**src/rtl/fd_dram_bridge_pkg.sv**
```systemverilog
// Shared types and helpers for the FD <-> DRAM bridge.
// Holds the bridge FSM state encoding, the FD logical record layout,
// the DRAM byte layout and the layout conversion used by FD and the bridge.
package fd_dram_bridge_pkg;

  // DRAM byte address of record 0 and log2 of the record size in bytes.
  localparam logic [16:0] DEFAULT_BASE_ADDR      = 17'h10000;
  localparam int          DEFAULT_REC_BYTES_LOG2 = 3;

  // Bridge FSM states; names follow the handshake each state waits on.
  typedef enum logic [2:0] {
    B_IDLE       = 3'd0,
    B_C_IN_VALID = 3'd1,
    B_ARREADY    = 3'd2,
    B_RVALID     = 3'd3,
    B_AWREADY    = 3'd4,
    B_WVALID     = 3'd5,
    B_FINISH     = 3'd6
  } bridge_state;

  // Logical FD record: {D_man_Info, res_info}, one 32-bit word each.
  typedef logic [31:0] d_man_info;
  typedef logic [31:0] res_info;

  typedef struct packed {
    d_man_info man_info;
    res_info   res;
  } fd_record;

  // DRAM layout: same two 32-bit halves, each stored byte-reversed.
  typedef struct packed {
    logic [31:0] hi_word;
    logic [31:0] lo_word;
  } dram_data;

  // Reverse the byte order inside one 32-bit word.
  function automatic logic [31:0] swap_bytes32(input logic [31:0] w);
    return {w[7:0], w[15:8], w[23:16], w[31:24]};
  endfunction

  // Logical <-> DRAM layout conversion. The transform is an involution,
  // so the same function serves writes (record to DRAM) and reads
  // (DRAM back to record).
  function automatic dram_data to_dram_layout(input fd_record rec);
    dram_data d;
    d.hi_word = swap_bytes32(rec.man_info);
    d.lo_word = swap_bytes32(rec.res);
    return d;
  endfunction

endpackage

```
**src/rtl/fd_dram_bridge.sv**
```systemverilog
// FD controller to DRAM bridge.
// Accepts one single-beat request from FD and runs it as a single AXI4-Lite
// read (AR, R) or write (AW, W, B). Data is converted between the FD logical
// record layout and the DRAM byte layout on the way through.
module fd_dram_bridge
  import fd_dram_bridge_pkg::*;
#(
  parameter logic [16:0] BASE_ADDR      = DEFAULT_BASE_ADDR,
  parameter int          REC_BYTES_LOG2 = DEFAULT_REC_BYTES_LOG2
) (
  input  logic        clk,
  input  logic        rst,
  // FD side
  input  logic        C_in_valid,
  input  logic        C_r_wb,
  input  logic [7:0]  C_addr,
  input  logic [63:0] C_data_w,
  output logic        C_out_valid,
  output logic [63:0] C_data_r,
  // AXI4-Lite read address
  output logic        AR_VALID,
  output logic [16:0] AR_ADDR,
  input  logic        AR_READY,
  // AXI4-Lite read data
  input  logic        R_VALID,
  input  logic [63:0] R_DATA,
  input  logic [1:0]  R_RESP,
  output logic        R_READY,
  // AXI4-Lite write address
  output logic        AW_VALID,
  output logic [16:0] AW_ADDR,
  input  logic        AW_READY,
  // AXI4-Lite write data
  output logic        W_VALID,
  output logic [63:0] W_DATA,
  input  logic        W_READY,
  // AXI4-Lite write response
  input  logic        B_VALID,
  input  logic [1:0]  B_RESP,
  output logic        B_READY
);

  bridge_state state_r;
  bridge_state state_s;

  logic        r_wb_r;
  logic [16:0] addr_r;
  logic [63:0] wdata_r;
  logic [63:0] rdata_r;
  logic        out_valid_r;

  logic        accept_s;
  logic        rd_done_s;
  logic        wr_done_s;
  logic [16:0] rec_offset_s;
  logic [16:0] req_addr_s;

  logic        ar_valid_s;
  logic        r_ready_s;
  logic        aw_valid_s;
  logic        w_valid_s;
  logic        b_ready_s;

  // Response codes carry no information the FD side can act on.
  logic        unused_resp_s;
  assign unused_resp_s = ^{R_RESP, B_RESP};

  // Record index to DRAM byte address; the index range never wraps.
  assign rec_offset_s = {9'd0, C_addr} << REC_BYTES_LOG2;
  assign req_addr_s   = BASE_ADDR + rec_offset_s;

  assign accept_s  = (state_r == B_IDLE)   && C_in_valid;
  assign rd_done_s = (state_r == B_RVALID) && R_VALID;
  assign wr_done_s = (state_r == B_FINISH) && B_VALID;

  // FSM state register.
  always_ff @(posedge clk) begin
    if (rst) begin
      state_r <= B_IDLE;
    end else begin
      state_r <= state_s;
    end
  end

  // Next-state and handshake decode; handshakes depend only on state_r.
  always_comb begin
    state_s    = state_r;
    ar_valid_s = 1'b0;
    r_ready_s  = 1'b0;
    aw_valid_s = 1'b0;
    w_valid_s  = 1'b0;
    b_ready_s  = 1'b0;
    case (state_r)
      B_IDLE: begin
        if (C_in_valid) begin
          state_s = B_C_IN_VALID;
        end else begin
          state_s = B_IDLE;
        end
      end
      B_C_IN_VALID: begin
        if (r_wb_r) begin
          state_s = B_ARREADY;
        end else begin
          state_s = B_AWREADY;
        end
      end
      B_ARREADY: begin
        ar_valid_s = 1'b1;
        if (AR_READY) begin
          state_s = B_RVALID;
        end else begin
          state_s = B_ARREADY;
        end
      end
      B_RVALID: begin
        r_ready_s = 1'b1;
        if (R_VALID) begin
          state_s = B_IDLE;
        end else begin
          state_s = B_RVALID;
        end
      end
      B_AWREADY: begin
        aw_valid_s = 1'b1;
        if (AW_READY) begin
          state_s = B_WVALID;
        end else begin
          state_s = B_AWREADY;
        end
      end
      B_WVALID: begin
        w_valid_s = 1'b1;
        if (W_READY) begin
          state_s = B_FINISH;
        end else begin
          state_s = B_WVALID;
        end
      end
      B_FINISH: begin
        b_ready_s = 1'b1;
        if (B_VALID) begin
          state_s = B_IDLE;
        end else begin
          state_s = B_FINISH;
        end
      end
      default: begin
        state_s = B_IDLE;
      end
    endcase
  end

  // Request capture: direction, address and DRAM-layout write data are held
  // for the whole transaction so AXI address/data stay stable under stalls.
  always_ff @(posedge clk) begin
    if (rst) begin
      r_wb_r  <= 1'b0;
      addr_r  <= 17'd0;
      wdata_r <= 64'd0;
    end else if (accept_s) begin
      r_wb_r  <= C_r_wb;
      addr_r  <= req_addr_s;
      wdata_r <= to_dram_layout(C_data_w);
    end else begin
      r_wb_r  <= r_wb_r;
      addr_r  <= addr_r;
      wdata_r <= wdata_r;
    end
  end

  // Completion: one-cycle strobe, read data kept until the next read ends.
  always_ff @(posedge clk) begin
    if (rst) begin
      out_valid_r <= 1'b0;
      rdata_r     <= 64'd0;
    end else begin
      out_valid_r <= rd_done_s | wr_done_s;
      if (rd_done_s) begin
        rdata_r <= to_dram_layout(R_DATA);
      end else begin
        rdata_r <= rdata_r;
      end
    end
  end

  assign AR_VALID    = ar_valid_s;
  assign AR_ADDR     = addr_r;
  assign R_READY     = r_ready_s;
  assign AW_VALID    = aw_valid_s;
  assign AW_ADDR     = addr_r;
  assign W_VALID     = w_valid_s;
  assign W_DATA      = wdata_r;
  assign B_READY     = b_ready_s;
  assign C_out_valid = out_valid_r;
  assign C_data_r    = rdata_r;

endmodule

```
**config.mk**
```make
export PLATFORM = sky130hd
export DESIGN_NAME = fd_dram_bridge
export DESIGN_NICKNAME = d
export VERILOG_FILES = /design/src/rtl/fd_dram_bridge_pkg.sv /design/src/rtl/fd_dram_bridge.sv
export SDC_FILE = /design/constraint.sdc
export NUM_CORES = 1
export LEC_CHECK = 0
export CORE_AREA = 2 2 122 124
export CTS_CLUSTER_SIZE = 14
export DETAILED_ROUTE_END_ITERATION = 10
export DIE_AREA = 0 0 124 126
export PLACE_DENSITY = 0.89
export REMOVE_ABC_BUFFERS = 1
export SLEW_MARGIN = 40
export SYNTH_ARGS = -nofsm -noshare
export SYNTH_HDL_FRONTEND = slang
export SYNTH_SLANG_ARGS = --single-unit
```
**constraint.sdc**
```tcl
create_clock -name clk -period 3.6 [get_ports clk]
set_input_delay 0.54 -clock clk [delete_from_list [all_inputs] [get_ports clk]]
set_output_delay 0.54 -clock clk [all_outputs]
set_load 0.02 [all_outputs]
```
==> metrics.txt <==
Synth cell types 29; total CTS buffers 17; grt ovf 0; synthesis-stage register bit count 142; layout cells sized above 1 4.38%; clk buf depth 2; Tmin final 2.63 ns; wire per inst between 10 and 15 µm; final WL between 15,000 and 20,000 µm; Die Y 126 µm; Synth top area share a little over half; worst path required time roughly 3.1 ns; minimum setup slack after placement 1.12 ns; largest net degree at the start of global routing 75; drt pass-1 iters 5; r2r worst-path depth 4; Max-slew headroom 49.1%; area of the die roughly 16,000 µm²; initial antenna violation count 0; via count 5,198; Fillers 1,172; TritonCTS Sinks 142; nets 1,074; Netlist Area Pre-Place 5270 µm²; element type at the critical path start flip-flop; TNS Setup 0 ns; Critical Path Sink Type primary output; WHS 0.451 ns; via density per instance 4.64; Post-DRT Antenna Nets 0; worst hold stages 2; number of global-route vias before repair 4,775; Synth area leaders dfxtp_1 (54%), nand2_1 (20%), a21oi_1 (13%), buf_4 (4.6%), clkbuf_1 (1.7%); most frequent cells in the layout clkdlybuf4s50_1 (295), nand2_1 (275), dfxtp_1 (142), a21oi_1 (140), clkbuf_16 (17); Cell Pwr Density 487 nW/µm²; worst slew pin tran approximately 0.76 ns; most common cell after layout, fill and taps aside clkdlybuf4s50_1; final setup margin 0.970 ns; n_diodes 0; Reg clk slew, reported paths 0.06 ns; critical path class reg2out; gr usage total 18.6%; Post-CTS Setup Bufs 0; final setup vio count 0; FMAX 0.380 GHz; Top-Level Pins 317; routability cong. 0.762; synthesized instance count between 600 and 700; post-cts sizing count 0; total core area 14,300 µm²; Std-Cell Rows 44; skew final 0.00618 ns; # H-tree levels 4; hold buffers post-CTS 0; DRC errors left 0; Die Width 124 µm; area grow syn2layout 65.3%; status finished, final reports clean; final HPWL from detailed placement approximately 11,000 µm; Leak 3.12 nW; Worst Path Arrival about 2.1 ns; synthesized area per cell 7.94 µm²; Tcrit/Tclk final 73.1%; Root Buffer clkbuf_16; Hold Crit Class reg2reg; Syn. warnings 0; Skew-Pair Late Insertion Delay 0.41 ns; Yosys top cell by area dfxtp_1; CP max FO 16; CTS tree built; Slew Limit Fails 0; Starting Density 36.8%; IR drop worst, VDD 0.000283 V; Final Hold Viols 0; max-cap violation count 0; IO buf count 296; sequential-to-total area share from yosys stat 53.9%; DR iter-0 viols about 260; RSZ-0062 raised after global routing false; first-pass GRT wire length 22,900 µm
-- routing by layer --
metal  wire length (µm)  part of all wire, %  vias to the layer above  global-route usage, %
met1               5690                   37                     2341                   19.4
met2               7640                   50                      223                   32.0
li1                   -                    -                     2615                      -
met4                216                  1.4                        0                   6.81
met3               1870                   12                       19                   9.24
met5                  0                    0                        -                      0
-- report_power, final --
group / leakage (nW) / internal (mW) / switching (mW) / total, mW
registers: 1.16 / 1.66 / 0.0613 / 1.72
logic: 1.67 / 0.370 / 0.374 / 0.745
clock network: 0.290 / 1.12 / 0.662 / 1.78
total: 3.12 / 3.15 / 1.10 / 4.24
-- cells in the mapped netlist --
cell type and n:
and4b_1 1, a21oi_1 140, nor2_1 5, a22o_1 1, o21ai_0 2, buf_4 32, a221oi_1 1, nor4b_2 1
or4b_1 1, nand3b_1 1, a2bb2oi_1 1, inv_1 1, nand2_1 275, dfxtp_1 142, buf_6 7, buf_2 12
conb_1 1, nand4b_1 1, nor3b_1 3, nor3_1 1, clkbuf_1 24, nor2b_1 2, a2111oi_0 1, nand2b_1 1
and3b_1 3, a211oi_1 1, a21o_1 1, and3_1 1, mux2_2 1
-- worst max-delay path: stages (launching register included) --
cell and delay, ns:
dfxtp_1 0.65, inv_1 0.19, nor3b_1 0.20, clkdlybuf4s50_1 0.64
-- cell families after synthesis --
kind of cell / share of synthesized area [%]
AO/OA/AOI/OAI: 14.4
buffers and inverters: 8.97
flip-flops: 53.9
multiplexers: 0.214
other: 0.0711
AND/OR/NAND/NOR: 22.4
-- metrics by stage --
step | area (µm²) | utilization, % | power, mW | cells
6_report | 8710 | 60.9 | 4.24 | 1120
5_1_grt | 8710 | 60.9 | 4.42 | 1120
4_1_cts | 8710 | 60.9 | 4.29 | 1120
3_5_place_dp | 8120 | 56.7 | 2.51 | 1090
3_3_place_gp | 8120 | 56.7 | 2.49 | 1090
2_1_floorplan | 4860 | - | 2.07 | 604
-- cell type report --
class                           instances  area, µm²  area share [%]
Tap cell                              184        230            2.64
Inverter                                1       3.75          0.0431
Clock buffer                           19        453            5.20
Timing Repair Buffer                  302       3020            34.6
Multi-Input combinational cell        461       2020            23.2
Clock inverter                         11        143            1.64
Sequential cell                       142       2840            32.6
-- registers in the layout (all words and copies together), names as in the netlist --
| register | flops |
|---|---|
| C_data_r | 64 |
| W_DATA | 64 |
| AR_ADDR | 9 |
| state_r | 3 |
| C_out_valid | 1 |
| r_wb_r | 1 |
-- worst paths after layout --
path / from / to / slack (ns)
worst max-delay path: state_r[1]$_SDFF_PP0_ / R_READY / 0.97
worst min-delay path: C_data_r[12]$_SDFFE_PP0P_ / C_data_r[12]$_SDFFE_PP0P_ / 0.45
worst max register to register: state_r[0]$_SDFF_PP0_ / C_data_r[23]$_SDFFE_PP0P_ / 1.53
worst min register to register: C_data_r[12]$_SDFFE_PP0P_ / C_data_r[12]$_SDFFE_PP0P_ / 0.45
(Power assumes the default switching activity.)
